## config.mk

```make
export PLATFORM = sky130hd
export DESIGN_NAME = wb_cmd_fifo
export DESIGN_NICKNAME = d
export VERILOG_FILES = /design/src/rtl/wb_cmd_fifo_pkg.sv /design/src/rtl/wb_cmd_fifo_sync_fifo.sv /design/src/rtl/wb_cmd_fifo.sv
export SDC_FILE = /design/constraint.sdc
export NUM_CORES = 1
export LEC_CHECK = 0
export BUFFER_PORTS_ARGS = -buffer_cell sky130_fd_sc_hd__buf_2
export CAP_MARGIN = 40
export CORE_UTILIZATION = 40
export DETAILED_ROUTE_END_ITERATION = 8
export PLACE_DENSITY = 0.74
export SLEW_MARGIN = 25
export SYNTH_ARGS = -nofsm -noshare
export SYNTH_HDL_FRONTEND = slang
export SYNTH_SLANG_ARGS = --single-unit
```

## constraint.sdc

```tcl
create_clock -name clk -period 3.9 [get_ports clk]
set_clock_uncertainty 0.15 [all_clocks]
set_input_delay 0.195 -clock clk [delete_from_list [all_inputs] [get_ports clk]]
set_output_delay 0.195 -clock clk [all_outputs]
set_load 0.02 [all_outputs]
```

## src/rtl/wb_cmd_fifo_pkg.sv

```systemverilog
// Shared constants for the Wishbone command FIFO: register map, status/control
// bit positions and the issue FSM encoding.
package tjrpu_pkg;

    localparam logic [1:0] REG_DATA = 2'd0;
    localparam logic [1:0] REG_CTRL = 2'd1;
    localparam logic [1:0] REG_READ = 2'd2;

    localparam int unsigned WB_DW   = 32;
    localparam int unsigned SEL_W   = 4;

    localparam int unsigned ST_EMPTY = 8;
    localparam int unsigned ST_FULL  = 9;
    localparam int unsigned ST_OVF   = 10;
    localparam int unsigned ST_BUSY  = 11;

    localparam int unsigned CTRL_CLR_OVF = 0;
    localparam int unsigned CTRL_FLUSH   = 1;

    typedef enum logic [1:0] {
        IDLE  = 2'd0,
        ISSUE = 2'd1,
        GAP   = 2'd2
    } issue_state_e;

endpackage

```

## src/rtl/wb_cmd_fifo_sync_fifo.sv

```systemverilog
// Reusable synchronous FIFO with registered pointers and occupancy.
// A push into a full FIFO is accepted only when a pop happens in the same cycle.
module sync_fifo #(
    parameter int unsigned WIDTH = 8,
    parameter int unsigned DEPTH = 4
) (
    input  logic                       clk,
    input  logic                       reset,
    input  logic                       push,
    input  logic                       pop,
    input  logic                       flush,
    input  logic [WIDTH-1:0]           din,
    output logic [WIDTH-1:0]           dout,
    output logic [$clog2(DEPTH):0]     level,
    output logic                       full,
    output logic                       empty
);

    localparam int unsigned AW = $clog2(DEPTH);
    localparam int unsigned LW = AW + 1;

    logic [WIDTH-1:0] mem [DEPTH];
    logic [AW-1:0]    wr_ptr;
    logic [AW-1:0]    rd_ptr;
    logic             do_push;
    logic             do_pop;
    logic [LW-1:0]    level_nxt;

    assign do_pop  = pop & ~empty;
    assign do_push = push & (~full | do_pop);
    assign dout    = mem[rd_ptr];

    always_comb begin
        level_nxt = level;
        if (flush) begin
            level_nxt = '0;
        end else begin
            level_nxt = level + LW'(do_push) - LW'(do_pop);
        end
    end

    // Storage carries no reset; only pointers and occupancy define validity.
    always_ff @(posedge clk) begin
        if (do_push && !flush) begin
            mem[wr_ptr] <= din;
        end
    end

    always_ff @(posedge clk) begin
        if (reset) begin
            wr_ptr <= '0;
            rd_ptr <= '0;
            level  <= '0;
            full   <= 1'b0;
            empty  <= 1'b1;
        end else begin
            if (flush) begin
                wr_ptr <= '0;
                rd_ptr <= '0;
            end else begin
                if (do_push) wr_ptr <= wr_ptr + AW'(1);
                if (do_pop)  rd_ptr <= rd_ptr + AW'(1);
            end
            level <= level_nxt;
            full  <= (level_nxt == LW'(DEPTH));
            empty <= (level_nxt == '0);
        end
    end

endmodule

```

## src/rtl/wb_cmd_fifo.sv

```systemverilog
// Wishbone slave that queues management commands and replays them to the core
// over its valid/ready handshake, keeping the last returned rdata for readback.
module wb_cmd_fifo
    import tjrpu_pkg::*;
#(
    parameter int unsigned BITS  = 16,
    parameter int unsigned DEPTH = 4
) (
    input  logic                clk,
    input  logic                reset,
    input  logic                wbs_stb_i,
    input  logic                wbs_cyc_i,
    input  logic                wbs_we_i,
    input  logic [SEL_W-1:0]    wbs_sel_i,
    input  logic [WB_DW-1:0]    wbs_dat_i,
    input  logic [WB_DW-1:0]    wbs_adr_i,
    output logic                wbs_ack_o,
    output logic [WB_DW-1:0]    wbs_dat_o,
    output logic                core_valid,
    output logic [SEL_W-1:0]    core_wstrb,
    output logic [BITS-1:0]     core_wdata,
    input  logic                core_ready,
    input  logic [BITS-1:0]     core_rdata,
    output logic                irq
);

    localparam int unsigned LW = $clog2(DEPTH) + 1;
    localparam int unsigned CW = SEL_W + BITS;

    issue_state_e     state;
    issue_state_e     state_nxt;
    logic             req;
    logic             wr_req;
    logic             rd_req;
    logic [1:0]       reg_sel;
    logic             push;
    logic             pop;
    logic             complete;
    logic             ctrl_wr;
    logic             flush;
    logic [CW-1:0]    push_data;
    logic [CW-1:0]    head;
    logic [LW-1:0]    level;
    logic             full;
    logic             empty;
    logic             overflow;
    logic [BITS-1:0]  last_rdata;
    logic [WB_DW-1:0] status;
    logic [WB_DW-1:0] rd_mux;
    logic             unused_bits;

    assign req     = wbs_cyc_i & wbs_stb_i & ~wbs_ack_o;
    assign wr_req  = req & wbs_we_i;
    assign rd_req  = req & ~wbs_we_i;
    assign reg_sel = wbs_adr_i[3:2];
    assign push    = wr_req & ((reg_sel == REG_DATA) | (reg_sel == REG_READ));
    assign ctrl_wr = wr_req & (reg_sel == REG_CTRL);
    assign flush   = ctrl_wr & wbs_dat_i[CTRL_FLUSH];
    assign irq     = overflow;

    assign unused_bits = &{1'b0, wbs_adr_i, wbs_dat_i};

    // Read-only commands carry no strobes and no data.
    assign push_data = (reg_sel == REG_READ) ? '0 : {wbs_sel_i, wbs_dat_i[BITS-1:0]};

    sync_fifo #(
        .WIDTH (CW),
        .DEPTH (DEPTH)
    ) u_fifo (
        .clk   (clk),
        .reset (reset),
        .push  (push),
        .pop   (pop),
        .flush (flush),
        .din   (push_data),
        .dout  (head),
        .level (level),
        .full  (full),
        .empty (empty)
    );

    always_comb begin
        status                 = '0;
        status[LW-1:0]         = level;
        status[ST_EMPTY]       = empty;
        status[ST_FULL]        = full;
        status[ST_OVF]         = overflow;
        status[ST_BUSY]        = (state != IDLE);
        rd_mux                 = '0;
        case (reg_sel)
            REG_DATA: rd_mux = status;
            REG_CTRL: rd_mux = WB_DW'(last_rdata);
            default:  rd_mux = '0;
        endcase
    end

    always_ff @(posedge clk) begin
        if (reset) begin
            state <= IDLE;
        end else begin
            state <= state_nxt;
        end
    end

    // GAP guarantees a low cycle on core_valid between consecutive commands.
    always_comb begin
        state_nxt = state;
        pop       = 1'b0;
        complete  = 1'b0;
        case (state)
            IDLE: begin
                if (!empty) begin
                    pop       = 1'b1;
                    state_nxt = ISSUE;
                end
            end
            ISSUE: begin
                if (core_ready) begin
                    complete  = 1'b1;
                    state_nxt = GAP;
                end
            end
            GAP:     state_nxt = IDLE;
            default: state_nxt = IDLE;
        endcase
    end

    always_ff @(posedge clk) begin
        if (reset) begin
            core_valid <= 1'b0;
            core_wstrb <= '0;
            core_wdata <= '0;
            last_rdata <= '0;
        end else if (pop) begin
            core_valid <= 1'b1;
            core_wstrb <= head[CW-1:BITS];
            core_wdata <= head[BITS-1:0];
        end else if (complete) begin
            core_valid <= 1'b0;
            last_rdata <= core_rdata;
        end
    end

    always_ff @(posedge clk) begin
        if (reset) begin
            wbs_ack_o <= 1'b0;
            wbs_dat_o <= '0;
            overflow  <= 1'b0;
        end else begin
            wbs_ack_o <= req;
            wbs_dat_o <= rd_req ? rd_mux : '0;
            if (push && full && !pop) begin
                overflow <= 1'b1;
            end else if (ctrl_wr && wbs_dat_i[CTRL_CLR_OVF]) begin
                overflow <= 1'b0;
            end
        end
    end

endmodule

```

After elaboration in Yosys (flattened, before gate mapping)
Memories as Yosys holds them, arrays and structs flattened. A register that Yosys moved wholly into a read port is not among the register bits.
Index checks and enable logic that the tools add are counted.
- memories: 1
- bits in registers: 62
- output and inout port bits: 55
- bits in writable memories: 80
- input port bits: 90
- word-level logic and storage cells: 71
- equality and inequality tests: 6
- reduce and logical (&&, ||, !) cells: 16
- mux-type cells: 16
- bitwise logic cells: 17
- add/sub/neg operators: 4
- memory list (name ; depth ; bits a word ; read ports ; clocked after Yosys merged registers in ; wr ports ; RTL line ; source):
    u_fifo.mem ; 4 ; 20 ; 1 ; 1 ; 1 ; wb_cmd_fifo_sync_fifo.sv:22 ; logic [WIDTH-1:0] mem [DEPTH];
- operator list (kind ; count):
    case mux 16 bit (2 select lines) ; 1
    2-to-1 mux 20 bit ; 1
    2-to-1 mux 1 bit ; 10
    AND 1 bit ; 9
    NOT 1 bit ; 6
    nonzero test 2 bit ; 3
    adder 2 x 1 -> 2 bit, second input constant ; 2
    == test 2 x 1 -> 1 bit, second input constant ; 2
    logical AND 1 bit ; 4
    zero test 2 bit ; 2
    2-to-1 mux 2 bit ; 2
    != test 2 bit, second input constant ; 2
    case mux 2 bit (2 select lines) ; 1
    AND reduction 2 bit ; 2
    OR reduction 2 bit ; 2
    adder 3 x 1 -> 3 bit ; 1
    == test 3 bit, second input constant ; 1
    zero test 3 bit ; 1
    2-to-1 mux 3 bit ; 1
    subtractor 3 x 1 -> 3 bit ; 1
    == test 2 bit, second input constant ; 1
    zero test 1 bit ; 2
    OR 1 bit ; 2

Depth between registers and ports, before layout
- depth in word-level cells: 9
- mapped depth: 13
- gate-level depth less buffers: 10

Hierarchy
A second synthesis with hierarchy kept.
- cells, all modules: 418
- area total of the unflattened synthesis: 5679.2 um2
- modules (own cells, without submodules) (module ; instances ; area each (um2) ; cells each):
    sync_fifo ; 1 ; 3412.0 ; 155
    wb_cmd_fifo ; 1 ; 2267.2 ; 263

Least setup slack after synthesis
Ideal clock, no wire load.
- path type: reg2reg
- from: register state[0]
- to: register u_fifo.empty
- stages on the path, launching flop included: 14
- arrival: 2.440 ns
- slack: 1.194 ns
- data required time: 3.634 ns
- setup time: 0.116 ns
- cells stage by stage: dfxtp_1 > buf_6 > or3_1 > clkbuf_1 > inv_2 > buf_4 > ha_1 > inv_1 > ha_1 > inv_1 > fa_1 > xor2_1 > xnor2_1 > a31o_2
- longest elaborated chain between the ends: 9
- RTL lines (item ; RTL line ; source):
    from (decl) ; wb_cmd_fifo.sv:30 ; issue_state_e state;
    from (signal assigned) ; wb_cmd_fifo.sv:101 ; state <= state_nxt;
    zero test 2 bit * ; wb_cmd_fifo.sv:110 ; case (state)
    2-to-1 mux 1 bit * ; wb_cmd_fifo.sv:110 ;
    net pop ; wb_cmd_fifo.sv:37 ; logic pop;
    AND 1 bit * ; wb_cmd_fifo_sync_fifo.sv:29 ; assign do_pop = pop & ~empty;
    OR 1 bit ; wb_cmd_fifo_sync_fifo.sv:30 ; assign do_push = push & (~full | do_pop);
    AND 1 bit ; wb_cmd_fifo_sync_fifo.sv:30 ;
    adder 3 x 1 -> 3 bit ; wb_cmd_fifo_sync_fifo.sv:38 ; level_nxt = level + LW'(do_push) - LW'(do_pop);
    subtractor 3 x 1 -> 3 bit * ; wb_cmd_fifo_sync_fifo.sv:38 ;
    2-to-1 mux 3 bit * ; wb_cmd_fifo_sync_fifo.sv:35 ; if (flush) begin
    zero test 3 bit * ; wb_cmd_fifo_sync_fifo.sv:66 ; empty <= (level_nxt == '0);
    to (signal assigned) ; wb_cmd_fifo_sync_fifo.sv:66 ;
    to (decl) ; wb_cmd_fifo_sync_fifo.sv:16 ; output logic empty
Mark *: on every way through the listed nets, which the timed path passes. The rest lies on a longest branch.
A chain may end at the register's enable or synchronous reset.

Worst setup path after layout
- from: register state[1]
- to: register u_fifo.full
- longest elaborated chain between the ends: 9
- RTL lines (item ; RTL line ; source):
    zero test 2 bit * ; wb_cmd_fifo.sv:110 ;
    2-to-1 mux 1 bit * ; wb_cmd_fifo.sv:110 ;
    AND 1 bit * ; wb_cmd_fifo_sync_fifo.sv:29 ;
    OR 1 bit ; wb_cmd_fifo_sync_fifo.sv:30 ;
    AND 1 bit ; wb_cmd_fifo_sync_fifo.sv:30 ;
    adder 3 x 1 -> 3 bit ; wb_cmd_fifo_sync_fifo.sv:38 ;
    subtractor 3 x 1 -> 3 bit * ; wb_cmd_fifo_sync_fifo.sv:38 ;
    2-to-1 mux 3 bit * ; wb_cmd_fifo_sync_fifo.sv:35 ;
    == test 3 bit * ; wb_cmd_fifo_sync_fifo.sv:65 ; full <= (level_nxt == LW'(DEPTH));
    to (signal assigned) ; wb_cmd_fifo_sync_fifo.sv:65 ;
    to (decl) ; wb_cmd_fifo_sync_fifo.sv:15 ; output logic full,
Mark *: on every way between the ends. The rest lies on a longest branch, timed or not.

==> reports/summary.txt <==
Status - complete, no violations
Sw frac - 0.279
Logic pwr share - 0.200
WP data arrival - 3.35 ns
Pleak - 2.71 nW
Initial antenna violation count - 0
Die H - 120 µm
Root Driver - clkbuf_16
Worst ir drop on vdd - 333 µV
Post-synth EDFFs - 80
Crit-path slowest cell - or3_1
Nets - 639
FF-to-FF path depth - 11
Post-CTS sizing - 0
CTS Buffer Depth - 2
Core ar. - 13400 µm²
Cell area after synthesis - 5560 µm²
DRT Wirelength - 11100 µm
Switching power - 1.19 mW
Via-to-Cell Ratio - 4.87
Fin crit share - 0.818
GRT Total Usage - 0.168
Post-synthesis register bit count - 146
Min Tclk post-route - 3.19 ns
Fmax - 313 MHz
Place WS - 0.721 ns
Final Hold Vio Count - 0
Synth top area cells - edfxtp_1 43%, dfxtp_1 24%, mux4_2 8.1%
Share of layout cells above drive strength 1 - 0.261
TNS Setup - 0 ns
Buf/Inv on CP - 4
WP depth - 11
Worst-skew pair later-pin latency - 0.41 ns
Max Slew Vio Count - 0
Port buffer count - 82
1st-pass router iterations - 4
Filler instances - 1113
Max Cap Violations - 0
Synth cell types - 39
Endpoints failing setup - 0
Sink Count - 146
Cell Pwr Density - 608 nW/µm²
Finished Cell Area - 7020 µm²
Total power draw - 4.27 mW
# diodes - 0
Initial Util - 0.415
Synthesized instance count - 421
CTS tree - done
WP data required - 4.06 ns
Syn avg cell area - 13.2 µm²
Asr flop ratio synth - 0
1st-iter DRT viols - 174
Main synth FF type - edfxtp_1
Synth-to-layout area growth - 26.3%
Area after DPL - 6080 µm²
Cell Chain, Critical Path - or3_1, buf_4, inv_2, ha_1, inv_1, ha_1, inv_1, fa_1, xor2_1, xnor2_1, nor4b_1
Reg power frac - 0.434
Wire per inst - 15.2 µm
Worst rel slew slack - 0.519
Cell taking the most area after synthesis - edfxtp_1
Total CTS buffers - 17
Vias in the first global route - 3609
P_int - 3.08 mW
Worst path max stage delay - 0.40 ns
Hold depth - 2
Worst setup path class - flop to flop
Crit path max-delay family - adder cells
Actual slew at the worst max-slew pin - 0.719 ns
CP max FO - 23
Largest net degree at the start of global routing - 44
Via count - 3557
Synth top area share - 0.432
Worst Setup End Kind - flop
Synth Warn # - 0
Row cnt - 42
Gr ovfl total - 0
First-pass GRT wire length - 17800 µm
Critical Path Start Type - flop
Die area - 14400 µm²
DRT antenna net count - 0
Post-synth top cells - 80 x edfxtp_1, 73 x nand2_1, 66 x dfxtp_1
RSZ-0062 raised after global routing - no
Most frequent cell after synthesis - edfxtp_1
Routability cong. - 0.714
Setup WS post-layout - 0.709 ns
Post-DP HPWL - 6920 µm
DRC - 0
Clk pwr share - 0.366
Die width - 120 µm
Worst min path class - primary input to flop
I/O pins - 145
Final hold slack - 0.0208 ns
Sequential area share after synthesis - 0.670
Clk slew on worst S/H paths - 0.06 ns
H-tree depth - 4
flip-flops by register name (all words and copies together), names as in the netlist, 3 cells and up:
name / flops
wbs_dat_o: 16
last_rdata: 16
core_wstrb: 4
u_fifo.mem: 80
core_wdata: 16
u_fifo.level: 3
power groups by stage:
| stage | Sequential (mW) | Combinational, mW | Clock, mW |
|---|---|---|---|
| after floorplan | 1.92 | 0.596 | 0 |
| after global placement | 1.89 | 0.798 | 0 |
| after detailed placement | 1.89 | 0.834 | 0 |
| after CTS | 1.86 | 0.870 | 1.60 |
| after global routing | 1.88 | 0.941 | 1.66 |
| final | 1.85 | 0.854 | 1.56 |
cells in the final DEF, fill, tap and decap left out, types with 2 or more instances in the layout:
cell type,n
buf_2,83
edfxtp_1,80
nand2_1,73
dfxtp_1,66
a21oi_1,41
dlygate4sd3_1,36
and2_1,24
mux4_2,20
clkbuf_16,17
conb_1,16
nor2_1,14
inv_1,9
and3_1,9
buf_4,7
mux2i_1,6
ha_1,6
clkinv_2,6
nor3_1,3
nand3b_1,3
o31ai_1,3
clkinvlp_4,3
or3_1,2
xnor2_1,2
o21ai_0,2
nand4_1,2
clkinv_4,2
bufinv_16,2
path summary, 6_finish.rpt:
path / startpoint / end / slack, ns
max: state[1] / u_fifo.full / 0.71
min: wbs_dat_i[0] / u_fifo.mem[2][0] / 0.02
max reg2reg: state[1] / u_fifo.full / 0.71
min reg2reg: core_wdata[8] / core_wdata[8] / 0.30
timing repair:
| item | in CTS | in global routing |
|---|---|---|
| hold endpoints to repair | 86 | 0 |
| setup buffers | 0 | 0 |
| hold buffers | 36 | 0 |
| endpoints found under the setup margin | 0 | 0 |
layer usage:
layer	global-route usage	routed length, µm	vias up
met4	0.102	222	0
met3	0.0399	557	16
met2	0.282	5720	124
met5	0	0	-
li1	-	-	1700
met1	0.193	4580	1717
per-stage QoR:
step / instances / util
final: 731 / 0.524
after global routing: 731 / 0.524
after CTS: 731 / 0.524
after detailed placement: 663 / 0.454
after global placement: 661 / 0.453
after floorplan: 436 / -
worst reg2reg max path, cell delays in order (launching register included):
cell and delay, ns:
dfxtp_1 0.35, or3_1 0.40, buf_4 0.23, inv_2 0.40, ha_1 0.32, inv_1 0.06
ha_1 0.13, inv_1 0.05, fa_1 0.38, xor2_1 0.17, xnor2_1 0.17, nor4b_1 0.30
cell type report:
cell class              count  area (µm²)  area share
well taps                 176         220      0.0314
repair buffers            127         840       0.120
inverters                  10        37.5     0.00535
clock buffers              18         439      0.0625
flip-flops and latches    146        3720       0.530
multi-input cells         240        1620       0.231
clock inverters            14         139      0.0198
logic make-up (layout without fill, tap and decap cells):
family / after synthesis / count (layout) / share of synthesized area
simple gates: 138 / 138 / 0.118
other cells: 1 / 16 / 0.000675
flops: 146 / 146 / 0.670
xor+xnor: 3 / 3 / 0.00473
buf+inv: 50 / 169 / 0.0482
mux: 26 / 26 / 0.0919
compound gates: 50 / 50 / 0.0493
fa+ha+maj: 7 / 7 / 0.0171
(Power assumes the default switching activity.)
